[src/rtl/alu_pkg.sv]
// Shared opcode constants, FSM state encoding and opcode helpers for the
// shared-ALU arbiter.
package alu_pkg;

  localparam int unsigned OP_W = 4;

  typedef logic [OP_W-1:0] alu_op_t;

  localparam alu_op_t OP_AND = 4'b0000;
  localparam alu_op_t OP_OR  = 4'b0001;
  localparam alu_op_t OP_XOR = 4'b0010;
  localparam alu_op_t OP_ADD = 4'b0011;
  localparam alu_op_t OP_SLT = 4'b0110;
  localparam alu_op_t OP_SUB = 4'b0111;
  localparam alu_op_t OP_NOR = 4'b1100;

  typedef enum logic [1:0] {
    ST_IDLE = 2'd0,
    ST_EXEC = 2'd1,
    ST_RESP = 2'd2
  } state_t;

  function automatic logic is_legal_op(input alu_op_t op);
    logic legal;
    case (op)
      OP_AND, OP_OR, OP_XOR, OP_ADD, OP_SLT, OP_SUB, OP_NOR: legal = 1'b1;
      default:                                               legal = 1'b0;
    endcase
    return legal;
  endfunction

  // Only ADD and SUB report carry-out and overflow
  function automatic logic is_arith_op(input alu_op_t op);
    return (op == OP_ADD) || (op == OP_SUB);
  endfunction

endpackage

[src/rtl/alu_share_arbiter_if.sv]
// Request/response bundle between two requesters, the consumer and the
// shared-ALU arbiter.
interface alu_share_arbiter_if
  import alu_pkg::*;
#(
  parameter int unsigned WIDTH = 32
);

  logic             req0_valid;
  logic             req0_ready;
  alu_op_t          req0_op;
  logic [WIDTH-1:0] req0_a;
  logic [WIDTH-1:0] req0_b;

  logic             req1_valid;
  logic             req1_ready;
  alu_op_t          req1_op;
  logic [WIDTH-1:0] req1_a;
  logic [WIDTH-1:0] req1_b;

  logic             rsp_valid;
  logic             rsp_ready;
  logic             rsp_id;
  logic [WIDTH-1:0] rsp_result;
  logic             rsp_zero;
  logic             rsp_overflow;
  logic             rsp_cout;
  logic             rsp_err;

  modport slave (
    input  req0_valid, req0_op, req0_a, req0_b,
    input  req1_valid, req1_op, req1_a, req1_b,
    input  rsp_ready,
    output req0_ready, req1_ready,
    output rsp_valid, rsp_id, rsp_result, rsp_zero, rsp_overflow, rsp_cout, rsp_err
  );

  modport master (
    output req0_valid, req0_op, req0_a, req0_b,
    output req1_valid, req1_op, req1_a, req1_b,
    output rsp_ready,
    input  req0_ready, req1_ready,
    input  rsp_valid, rsp_id, rsp_result, rsp_zero, rsp_overflow, rsp_cout, rsp_err
  );

endinterface

[src/rtl/alu32_core.sv]
// Combinational ALU slice: AND/OR/XOR/ADD/SUB/SLT/NOR selected by
// {ainv, binv, op}; carry and overflow always reflect the adder.
module alu32_core #(
  parameter int unsigned WIDTH = 32
) (
  input  logic [WIDTH-1:0] i_a,
  input  logic [WIDTH-1:0] i_b,
  input  logic             i_ainv,
  input  logic             i_binv,
  input  logic [1:0]       i_op,
  output logic [WIDTH-1:0] o_result,
  output logic             o_cout,
  output logic             o_overflow
);

  logic [WIDTH-1:0] w_a;
  logic [WIDTH-1:0] w_b;
  logic [WIDTH-1:0] w_sum;
  logic             w_cout;
  logic             w_cin_msb;
  logic             w_less;

  assign w_a = i_ainv ? ~i_a : i_a;
  assign w_b = i_binv ? ~i_b : i_b;

  // binv doubles as carry-in so SUB/SLT form a + ~b + 1
  assign {w_cout, w_sum} = {1'b0, w_a} + {1'b0, w_b} + (WIDTH+1)'(i_binv);

  assign w_cin_msb  = w_sum[WIDTH-1] ^ w_a[WIDTH-1] ^ w_b[WIDTH-1];
  assign o_cout     = w_cout;
  assign o_overflow = w_cin_msb ^ w_cout;
  assign w_less     = w_sum[WIDTH-1] ^ o_overflow;

  // op 2'b10 is XOR without binv and signed set-less-than with binv
  always_comb begin
    o_result = '0;
    case (i_op)
      2'b00:   o_result = w_a & w_b;
      2'b01:   o_result = w_a | w_b;
      2'b10:   o_result = i_binv ? {{(WIDTH-1){1'b0}}, w_less} : (w_a ^ w_b);
      default: o_result = w_sum;
    endcase
  end

endmodule

[src/rtl/alu_share_arbiter.sv]
// Round-robin arbiter sharing one ALU between two requesters: grant in IDLE,
// evaluate in EXEC, hold the tagged result in RESP until the consumer takes it.
module alu_share_arbiter
  import alu_pkg::*;
#(
  parameter int unsigned WIDTH = 32
) (
  input  logic               clk,
  input  logic               reset,
  alu_share_arbiter_if.slave bus
);

  state_t           r_state;
  state_t           w_state_nxt;

  logic             r_ptr;
  logic             r_id;
  alu_op_t          r_op;
  logic [WIDTH-1:0] r_a;
  logic [WIDTH-1:0] r_b;

  logic             r_rsp_valid;
  logic             r_rsp_id;
  logic [WIDTH-1:0] r_rsp_result;
  logic             r_rsp_zero;
  logic             r_rsp_overflow;
  logic             r_rsp_cout;
  logic             r_rsp_err;

  logic             w_any_valid;
  logic             w_grant_id;
  logic             w_rsp_fire;
  logic             w_accept;
  logic             w_ready0;
  logic             w_ready1;

  logic [WIDTH-1:0] w_alu_result;
  logic             w_alu_cout;
  logic             w_alu_overflow;
  logic             w_legal;
  logic             w_arith;

  assign w_any_valid = bus.req0_valid | bus.req1_valid;
  // Pointer only breaks ties; a lone requester always wins
  assign w_grant_id  = (bus.req0_valid & bus.req1_valid) ? r_ptr : bus.req1_valid;
  assign w_rsp_fire  = r_rsp_valid & bus.rsp_ready;

  always_ff @(posedge clk) begin
    if (reset) r_state <= ST_IDLE;
    else       r_state <= w_state_nxt;
  end

  always_comb begin
    w_state_nxt = r_state;
    case (r_state)
      ST_IDLE: if (w_any_valid) w_state_nxt = ST_EXEC;
      ST_EXEC: w_state_nxt = ST_RESP;
      ST_RESP: if (w_rsp_fire) w_state_nxt = ST_IDLE;
      default: w_state_nxt = ST_IDLE;
    endcase
  end

  always_comb begin
    w_accept = 1'b0;
    w_ready0 = 1'b0;
    w_ready1 = 1'b0;
    if (!reset && (r_state == ST_IDLE) && w_any_valid) begin
      w_accept = 1'b1;
      w_ready0 = ~w_grant_id;
      w_ready1 = w_grant_id;
    end
  end

  assign bus.req0_ready = w_ready0;
  assign bus.req1_ready = w_ready1;

  alu32_core #(
    .WIDTH (WIDTH)
  ) u_alu (
    .i_a        (r_a),
    .i_b        (r_b),
    .i_ainv     (r_op[3]),
    .i_binv     (r_op[2]),
    .i_op       (r_op[1:0]),
    .o_result   (w_alu_result),
    .o_cout     (w_alu_cout),
    .o_overflow (w_alu_overflow)
  );

  assign w_legal = is_legal_op(r_op);
  assign w_arith = is_arith_op(r_op);

  always_ff @(posedge clk) begin
    if (reset) begin
      r_ptr          <= 1'b0;
      r_id           <= 1'b0;
      r_op           <= OP_AND;
      r_a            <= '0;
      r_b            <= '0;
      r_rsp_valid    <= 1'b0;
      r_rsp_id       <= 1'b0;
      r_rsp_result   <= '0;
      r_rsp_zero     <= 1'b0;
      r_rsp_overflow <= 1'b0;
      r_rsp_cout     <= 1'b0;
      r_rsp_err      <= 1'b0;
    end else begin
      if (w_accept) begin
        r_id  <= w_grant_id;
        r_ptr <= ~w_grant_id;
        r_op  <= w_grant_id ? bus.req1_op : bus.req0_op;
        r_a   <= w_grant_id ? bus.req1_a  : bus.req0_a;
        r_b   <= w_grant_id ? bus.req1_b  : bus.req0_b;
      end
      // Illegal opcodes report only err; every other field stays 0
      if (r_state == ST_EXEC) begin
        r_rsp_valid    <= 1'b1;
        r_rsp_id       <= r_id;
        r_rsp_err      <= ~w_legal;
        r_rsp_result   <= w_legal ? w_alu_result : '0;
        r_rsp_zero     <= w_legal && (w_alu_result == '0);
        r_rsp_overflow <= w_arith & w_alu_overflow;
        r_rsp_cout     <= w_arith & w_alu_cout;
      end else if (w_rsp_fire) begin
        r_rsp_valid <= 1'b0;
      end
    end
  end

  assign bus.rsp_valid    = r_rsp_valid;
  assign bus.rsp_id       = r_rsp_id;
  assign bus.rsp_result   = r_rsp_result;
  assign bus.rsp_zero     = r_rsp_zero;
  assign bus.rsp_overflow = r_rsp_overflow;
  assign bus.rsp_cout     = r_rsp_cout;
  assign bus.rsp_err      = r_rsp_err;

endmodule

[src/flat_wrapper.sv]
// flat-port wrapper written by rule: the top's interface ports become plain ports
module alu_share_arbiter_flat import alu_pkg::*;
#(
  parameter int unsigned WIDTH = 32
)
  (clk, reset, bus_req0_valid, bus_req0_op, bus_req0_a, bus_req0_b, bus_req1_valid, bus_req1_op, bus_req1_a, bus_req1_b, bus_rsp_ready, bus_req0_ready, bus_req1_ready, bus_rsp_valid, bus_rsp_id, bus_rsp_result, bus_rsp_zero, bus_rsp_overflow, bus_rsp_cout, bus_rsp_err);
  alu_share_arbiter_if #(.WIDTH(WIDTH)) bus_i ();
  input  logic clk;
  input  logic reset;
  input wire logic [$bits(bus_i.req0_valid)-1:0] bus_req0_valid;
  input wire logic [$bits(bus_i.req0_op)-1:0] bus_req0_op;
  input wire logic [$bits(bus_i.req0_a)-1:0] bus_req0_a;
  input wire logic [$bits(bus_i.req0_b)-1:0] bus_req0_b;
  input wire logic [$bits(bus_i.req1_valid)-1:0] bus_req1_valid;
  input wire logic [$bits(bus_i.req1_op)-1:0] bus_req1_op;
  input wire logic [$bits(bus_i.req1_a)-1:0] bus_req1_a;
  input wire logic [$bits(bus_i.req1_b)-1:0] bus_req1_b;
  input wire logic [$bits(bus_i.rsp_ready)-1:0] bus_rsp_ready;
  output wire logic [$bits(bus_i.req0_ready)-1:0] bus_req0_ready;
  output wire logic [$bits(bus_i.req1_ready)-1:0] bus_req1_ready;
  output wire logic [$bits(bus_i.rsp_valid)-1:0] bus_rsp_valid;
  output wire logic [$bits(bus_i.rsp_id)-1:0] bus_rsp_id;
  output wire logic [$bits(bus_i.rsp_result)-1:0] bus_rsp_result;
  output wire logic [$bits(bus_i.rsp_zero)-1:0] bus_rsp_zero;
  output wire logic [$bits(bus_i.rsp_overflow)-1:0] bus_rsp_overflow;
  output wire logic [$bits(bus_i.rsp_cout)-1:0] bus_rsp_cout;
  output wire logic [$bits(bus_i.rsp_err)-1:0] bus_rsp_err;
  assign bus_i.req0_valid = bus_req0_valid;
  assign bus_i.req0_op = bus_req0_op;
  assign bus_i.req0_a = bus_req0_a;
  assign bus_i.req0_b = bus_req0_b;
  assign bus_i.req1_valid = bus_req1_valid;
  assign bus_i.req1_op = bus_req1_op;
  assign bus_i.req1_a = bus_req1_a;
  assign bus_i.req1_b = bus_req1_b;
  assign bus_i.rsp_ready = bus_rsp_ready;
  assign bus_req0_ready = bus_i.req0_ready;
  assign bus_req1_ready = bus_i.req1_ready;
  assign bus_rsp_valid = bus_i.rsp_valid;
  assign bus_rsp_id = bus_i.rsp_id;
  assign bus_rsp_result = bus_i.rsp_result;
  assign bus_rsp_zero = bus_i.rsp_zero;
  assign bus_rsp_overflow = bus_i.rsp_overflow;
  assign bus_rsp_cout = bus_i.rsp_cout;
  assign bus_rsp_err = bus_i.rsp_err;
  alu_share_arbiter #(.WIDTH(WIDTH)) u_core (.clk(clk), .reset(reset), .bus(bus_i));
endmodule
[config.mk]
export PLATFORM = sky130hd
export DESIGN_NAME = alu_share_arbiter_flat
export DESIGN_NICKNAME = d
export VERILOG_FILES = /design/src/rtl/alu_pkg.sv /design/src/rtl/alu_share_arbiter_if.sv /design/src/rtl/alu32_core.sv /design/src/rtl/alu_share_arbiter.sv /design/src/flat_wrapper.sv
export SDC_FILE = /design/constraint.sdc
export NUM_CORES = 1
export LEC_CHECK = 0
export CORE_MARGIN = 1
export CORE_UTILIZATION = 50
export DETAILED_ROUTE_END_ITERATION = 8
export HOLD_SLACK_MARGIN = 0.08
export PLACE_DENSITY = 0.8
export SYNTH_ARGS = -nofsm -noshare
export SYNTH_HDL_FRONTEND = slang
export SYNTH_SLANG_ARGS = --single-unit
[constraint.sdc]
create_clock -name clk -period 9.6 [get_ports clk]
set_input_delay 1.92 -clock clk [delete_from_list [all_inputs] [get_ports clk]]
set_output_delay 1.92 -clock clk [all_outputs]
set_load 0.1 [all_outputs]
==> results of run 1 <==
## cell families after synthesis
family                   Yosys count
AO/OA/AOI/OAI                    299
AND/OR/NAND/NOR                  254
buffers and inverters            164
flip-flops                       110
XOR/XNOR                          83
multiplexers                      76
adder cells (fa/ha/maj)           65
## tightest hold or removal path: cells and delay by family (launching register included)
family | cells | cell delay (ps)
AOI/OAI and AO/OA | 1 | 50
buffers and inverters | 1 | 50
DFF | 1 | 310
## power by group through the flow
stage / sequential (µW) / clock (µW) / combinational (µW)
floorplan: 591 / 0 / 590
global placement: 534 / 0 / 872
detailed placement: 536 / 0 / 885
CTS: 526 / 376 / 890
global route: 531 / 397 / 985
finish: 526 / 373 / 903
## synth_stat cells, types with 9 or more instances
cell / count / area share, %
dfxtp_1: 110 / 26
a21oi_1: 48 / 2.8
and3_1: 9 / 0.67
nor2_1: 132 / 5.9
a221oi_1: 36 / 3.7
mux2i_1: 73 / 8.7
buf_1: 9 / 0.40
o21ai_0: 32 / 1.9
nor3_1: 14 / 0.83
a211oi_1: 77 / 6.8
inv_1: 72 / 3.2
a21o_1: 14 / 1.2
xor2_1: 72 / 7.5
a22oi_1: 33 / 2.9
ha_1: 64 / 9.5
xnor2_1: 10 / 1.0
clkbuf_1: 81 / 3.6
nand2_1: 43 / 1.9
## final cells by class
| cell class | instances | area, µm² | share of cell area (%) |
|---|---|---|---|
| timing repair buffer | 193 | 1900 | 17.9 |
| tap | 220 | 275 | 2.60 |
| clock buffer | 10 | 239 | 2.26 |
| sequential | 110 | 2200 | 20.9 |
| clock inverter | 4 | 48.8 | 0.462 |
| inverter | 72 | 272 | 2.57 |
| multi-input combinational | 777 | 5630 | 53.3 |
## registers in the layout, indices dropped and copies added (netlist names)
name,cells
u_core.r_id,1
u_core.bus.rsp_cout,1
u_core.r_op,4
u_core.bus.rsp_id,1
u_core.r_a,32
u_core.bus.rsp_valid,1
u_core.r_ptr,1
u_core.r_b,32
u_core.bus.rsp_overflow,1
u_core.bus.rsp_zero,1
u_core.r_state,2
u_core.bus.rsp_result,32
u_core.bus.rsp_err,1
## worst paths after layout
| check | slack, ps | start | to |
|---|---|---|---|
| worst min-delay path | 460 | u_core.bus.rsp_err | u_core.bus.rsp_err |
| worst max register to register | 4630 | u_core.r_op[3] | u_core.bus.rsp_zero |
| worst min register to register | 460 | u_core.bus.rsp_err | u_core.bus.rsp_err |
| worst max-delay path | 2990 | bus_req1_valid | bus_req0_ready |
## per-stage QoR
stage                     util, %  power, µW
after floorplan                 -       1180
after global placement       62.2       1410
after detailed placement     62.2       1420
after CTS                    64.0       1790
after global routing         64.0       1910
final                        64.0       1800
## layer usage
metal / global-route usage [%] / wire [µm] / up-vias
li1: - / - / 4003
met5: 0 / 0 / -
met4: 8.72 / 401 / 0
met1: 39.4 / 11200 / 3686
met2: 41.6 / 10300 / 347
met3: 3.73 / 1690 / 31
==> metrics.txt, run 1 <==
status=completed; Reg2Reg Depth=15; share of cells above drive strength 1=3.34%; Int Pwr=1050 µW; Synth warnings=0; Critical Path Start Type=input pin; post-synthesis adder-cell area fraction=9.73%; Root Driver=clkbuf_16; number of I/O pins=181; Clock Pin Slew Worst Setup and Hold Paths=70 ps; Pwr Density=170 mW/mm²; Buffers on Ports=180; CP Cell Sequence=clkdlybuf4s50_1 -> nor2_1 -> or4_1 -> clkinv_2 -> and2_1 -> clkdlybuf4s50_1; synthesis-to-finish area growth=25.2%; compound-gate portion of the synthesized area=25.2%; Slowest-stage cell, CP=clkdlybuf4s50_1; clock skew=8.42 ps; family with the most delay on the worst path=buffers and inverters; synthesis-stage register bit count=110; overflow left after global routing=0; Worst Setup End Kind=primary output; Leak=0.00467 µW; via count=8067; Async SR Flop Fraction=0%; most used cell, CP=clkdlybuf4s50_1; drt pass-1 iters=5; Initial DRC Count=884; Core Region=0.0165 mm²; final setup margin=2990 ps; CTS Buf Count=9; Hold WS=457 ps; Final Cycle Share=68.8%; clock tree sinks=110; CP Data Arrival Time=4690 ps; Crit. path cell count=6; final setup TNS=0 ps; predominant post-synthesis flop cell=dfxtp_1; Net Sw Power=750 µW; Inserted Diodes=0; Final Wtd Congestion=0.916; max incr delay on CP=1130 ps; unrepaired setup endpoints after global routing=false; Via density=5.82; CP Data Required Time=7680 ps; Seq/Total Area, Yosys=26.1%; Max Cap Viol=0; Clk pwr share=20.7%; non-filler instance count after layout=1386; drt drc=0; Clock Path Buffers=2; Post-Synthesis Mean Instance Area=8.03 µm²; setup violators final=0; pin count of the biggest net entering global routing=100; most frequent cells in the layout=clkdlybuf4s50_1 (179), nor2_1 (132), dfxtp_1 (108); initial antenna violation count=0; Starting Density=51.1%; vias in the first global route=7363; Hold Crit Class=reg -> reg; Final Instance Area=0.0106 mm²; placed cell count=1372; syn_nets=1257; Post-CTS Resized=0; final net count=1369; min cycle time layout=6610 ps; Max Fclk=151 MHz; Post-synth EDFFs=0; Post-Route WL=23600 µm; final hold vios=0; H-Tree Level Count=3; Die Span X=132 µm; combinational share of power=50.1%; DP Area=0.0103 mm²; first-pass GRT wire length=38200 µm; TritonCTS clock tree=done; Total GRT Usage=27.3%; post-synthesis simple-gate area fraction=13.8%; Hold Path Stages=2; FILL cells=1421; DP Worst Slack=2990 ps; Flop pwr share=29.2%; max-slew violations=0; die area=0.0174 mm²; later-pin clock latency in the skew report=360 ps; HPWL after DPL=17700 µm; largest family of logic cells by synthesized area=compound AO/OA/AOI/OAI gates; most common cell after layout, fill and taps aside=clkdlybuf4s50_1; Slew @ Worst Pin=1070 ps; DR WL/cell=17.0 µm; Post-CTS Setup Inserts=0; WS Path Type=in -> out; Distinct cells, synth=65; post-synthesis mux area share=9.06%; Post-Synth XOR/XNOR Area=8.78%; Slew HR=28.7%; Syn Inst Count=1051; FP Rows=47; Post-CTS Hold Buffers=0; Routed Antenna Nets=0; sw frac=41.6%; Worst VDD drop=0.104 mV; Post-Syn Area=0.00844 mm²; Die H=132 µm; crit path max fanout=41; CP Buf/Inv Count=3
Note: power is estimated with default switching activity, not from simulation.
==> run 2: changes to the inputs <==
--- a/config.mk
+++ b/config.mk
@@ -6,10 +6,10 @@
 export NUM_CORES = 1
 export LEC_CHECK = 0
 export CORE_MARGIN = 1
-export CORE_UTILIZATION = 50
+export CORE_UTILIZATION = 47
 export DETAILED_ROUTE_END_ITERATION = 8
 export HOLD_SLACK_MARGIN = 0.08
-export PLACE_DENSITY = 0.8
+export PLACE_DENSITY = 0.79
 export SYNTH_ARGS = -nofsm -noshare
 export SYNTH_HDL_FRONTEND = slang
 export SYNTH_SLANG_ARGS = --single-unit
==> constraint.sdc (replaced) <==
create_clock -name clk -period 5.3 [get_ports clk]
set_input_delay 1.06 -clock clk [delete_from_list [all_inputs] [get_ports clk]]
set_output_delay 1.06 -clock clk [all_outputs]
set_load 0.1 [all_outputs]
==> metrics.txt, run 2 (synthesis results as in run 1) <==
Post-CTS Hold Buffers=0 (unchanged); Critical Path Start Type=flop (was input pin); Initial DRC Count=794 (was 884); Max Fclk=210 MHz; Slew HR=34.4% (was 28.7%); setup violators final=0 (unchanged); Pwr Density=315 mW/mm² (was 170 mW/mm²); number of I/O pins=181 (unchanged); H-Tree Level Count=3 (unchanged); overflow left after global routing=0 (unchanged); first-pass GRT wire length=37400 µm (was 38200 µm); final hold vios=0 (unchanged); Worst VDD drop=0.188 mV (was 0.104 mV); later-pin clock latency in the skew report=370 ps (was 360 ps); Final Instance Area=0.0106 mm² (about the same); Final Wtd Congestion=0.969 (was 0.916); Final Cycle Share=89.9%; Post-CTS Resized=0 (unchanged); CP Data Required Time=5610 ps (was 7680 ps); drt pass-1 iters=5 (unchanged); Post-CTS Setup Inserts=0 (unchanged); die area=0.0185 mm² (was 0.0174 mm²); Hold EP=u_core.bus.rsp_result[30] (was u_core.bus.rsp_err); Clock Pin Slew Worst Setup and Hold Paths=80 ps (was 70 ps); most frequent cells in the layout=clkdlybuf4s50_1 (177), nor2_1 (132), dfxtp_1 (108) (was clkdlybuf4s50_1 (179), nor2_1 (132), dfxtp_1 (108)); WS Path Type=reg -> reg (was in -> out); flop2flop setup slack=540 ps (was 4630 ps); Total GRT Usage=25.8% (was 27.3%); Buffers on Ports=180 (unchanged); DP Area=0.0103 mm² (about the same); Leak=0.00471 µW (was 0.00467 µW); RR Startpoint=u_core.r_op[2] (was u_core.r_op[3]); HPWL after DPL=18500 µm (was 17700 µm); FILL cells=1606 (was 1421); Via density=5.84 (was 5.82); Die H=136 µm (was 132 µm); Core Region=0.0174 mm² (was 0.0165 mm²); Power, Total=3350 µW (was 1800 µW); Routed Antenna Nets=0 (unchanged); clock skew=6.68 ps (was 8.42 ps); clock tree sinks=110 (unchanged); Final Util=61.0% (was 64.0%); final net count=1373 (was 1369); Starting Density=48.5% (was 51.1%); TritonCTS clock tree=done (unchanged); crit path max fanout=31 (was 41); pin count of the biggest net entering global routing=105 (was 100); Max Cap Viol=0 (unchanged); Clock Path Buffers=2 (unchanged); Reg2Reg Capture Point=u_core.bus.rsp_zero (unchanged); Worst Setup End Kind=flop (was primary output); hold_sp=u_core.bus.rsp_result[30] (was u_core.bus.rsp_err); synthesis-to-finish area growth=26.0% (was 25.2%); status=completed (unchanged); unrepaired setup endpoints after global routing=false (unchanged); Die Span X=136 µm (was 132 µm); max-slew violations=0 (unchanged); DR WL/cell=17.2 µm (was 17.0 µm); Root Driver=clkbuf_16 (unchanged); Post-Route WL=24000 µm (was 23600 µm); initial antenna violation count=0 (unchanged); final setup TNS=0 ps (unchanged); FP Rows=48 (was 47); Reg2Reg Depth=14 (was 15); Hold Crit Class=reg -> reg (unchanged); most common cell after layout, fill and taps aside=clkdlybuf4s50_1 (unchanged); Inserted Diodes=0 (unchanged); CP Data Arrival Time=5080 ps (was 4690 ps); Slew @ Worst Pin=982 ps (was 1070 ps); drt drc=0 (unchanged); vias in the first global route=7272 (was 7363); min cycle time layout=4760 ps; CTS Buf Count=9 (unchanged); via count=8158 (was 8067); Hold Path Stages=2 (unchanged); share of cells above drive strength 1=3.92% (was 3.34%)
## run 2: changes by cell type in the layout (fill, tap and decap cells not counted)
cell,before,now
buf_4,14,20
clkdlybuf4s50_1,179,177
inv_6,0,2
bufinv_16,1,2
clkbuf_8,1,0
clkinv_4,1,0
clkinvlp_4,0,1
nor2b_1,5,6
nor2b_2,1,0
## run 2: how the worst max path moves through the flow
stage / start / endpoint / slack [ps] / cells after the start
4_1_cts: u_core.r_op[2] / u_core.bus.rsp_zero / 560 / 14
5_1_grt: u_core.r_op[2] / u_core.bus.rsp_zero / 170 / 14
3_5_place_dp: u_core.r_op[2] / u_core.bus.rsp_zero / 570 / 14
6_report: u_core.r_op[2] / u_core.bus.rsp_zero / 540 / 14
2_1_floorplan: u_core.r_op[2] / u_core.bus.rsp_zero / 900 / 16
3_3_place_gp: u_core.r_op[2] / u_core.bus.rsp_zero / 710 / 14
## run 2: where the power goes
group | total, µW | internal [µW] | switching [µW]
Combinational | 1640 | 637 | 1000
Clock | 740 | 416 | 324
Sequential | 969 | 900 | 69.6
Total | 3350 | 1950 | 1390
## run 2: cell type report
cell class                      instances  area, µm²  share of cell area, %
Tap cell                              225        282                   2.65
Multi-Input combinational cell        777       5630                   53.0
Timing Repair Buffer                  197       1920                   18.1
Clock inverter                          7       95.1                  0.895
Inverter                               72        272                   2.55
Clock buffer                            9        225                   2.12
Sequential cell                       110       2200                   20.7
## run 2: routing by layer
| metal | part of all wire [%] | track usage, % |
|---|---|---|
| met5 | 0 | 0 |
| met3 | 8.2 | 4.92 |
| met2 | 43 | 38.7 |
| met4 | 1.9 | 8.83 |
| met1 | 47 | 36.5 |
## run 2: metrics by stage
step / instances / hold WS [ps] / setup slack (ps)
6_report: 1397 / 453 / 536
5_1_grt: 1397 / 471 / 174
4_1_cts: 1397 / 456 / 559
3_5_place_dp: 1381 / 447 / 572
3_3_place_gp: 1381 / 442 / 706
2_1_floorplan: 1051 / 456 / 897
## run 2: worst max-delay path, cell delays in order (launching register included)
cell and delay [ps]:
dfxtp_2 870, buf_4 360, xor2_1 220, ha_1 320, a21o_1 230, and2_1 170
o31a_1 370, a31oi_1 290, o221ai_1 190, xnor2_1 170, a221oi_1 100, or4_1 510
or4b_1 530, nor4b_2 230, a21o_1 150
==> run 3: changes to the inputs <==
--- a/config.mk
+++ b/config.mk
@@ -10,6 +10,7 @@
 export DETAILED_ROUTE_END_ITERATION = 8
 export HOLD_SLACK_MARGIN = 0.08
 export PLACE_DENSITY = 0.79
+export SETUP_SLACK_MARGIN = 0.02
 export SYNTH_ARGS = -nofsm -noshare
 export SYNTH_HDL_FRONTEND = slang
 export SYNTH_SLANG_ARGS = --single-unit
==> results of run 3 <==
Final layout, timing and power as in run 2 (identical DEF).
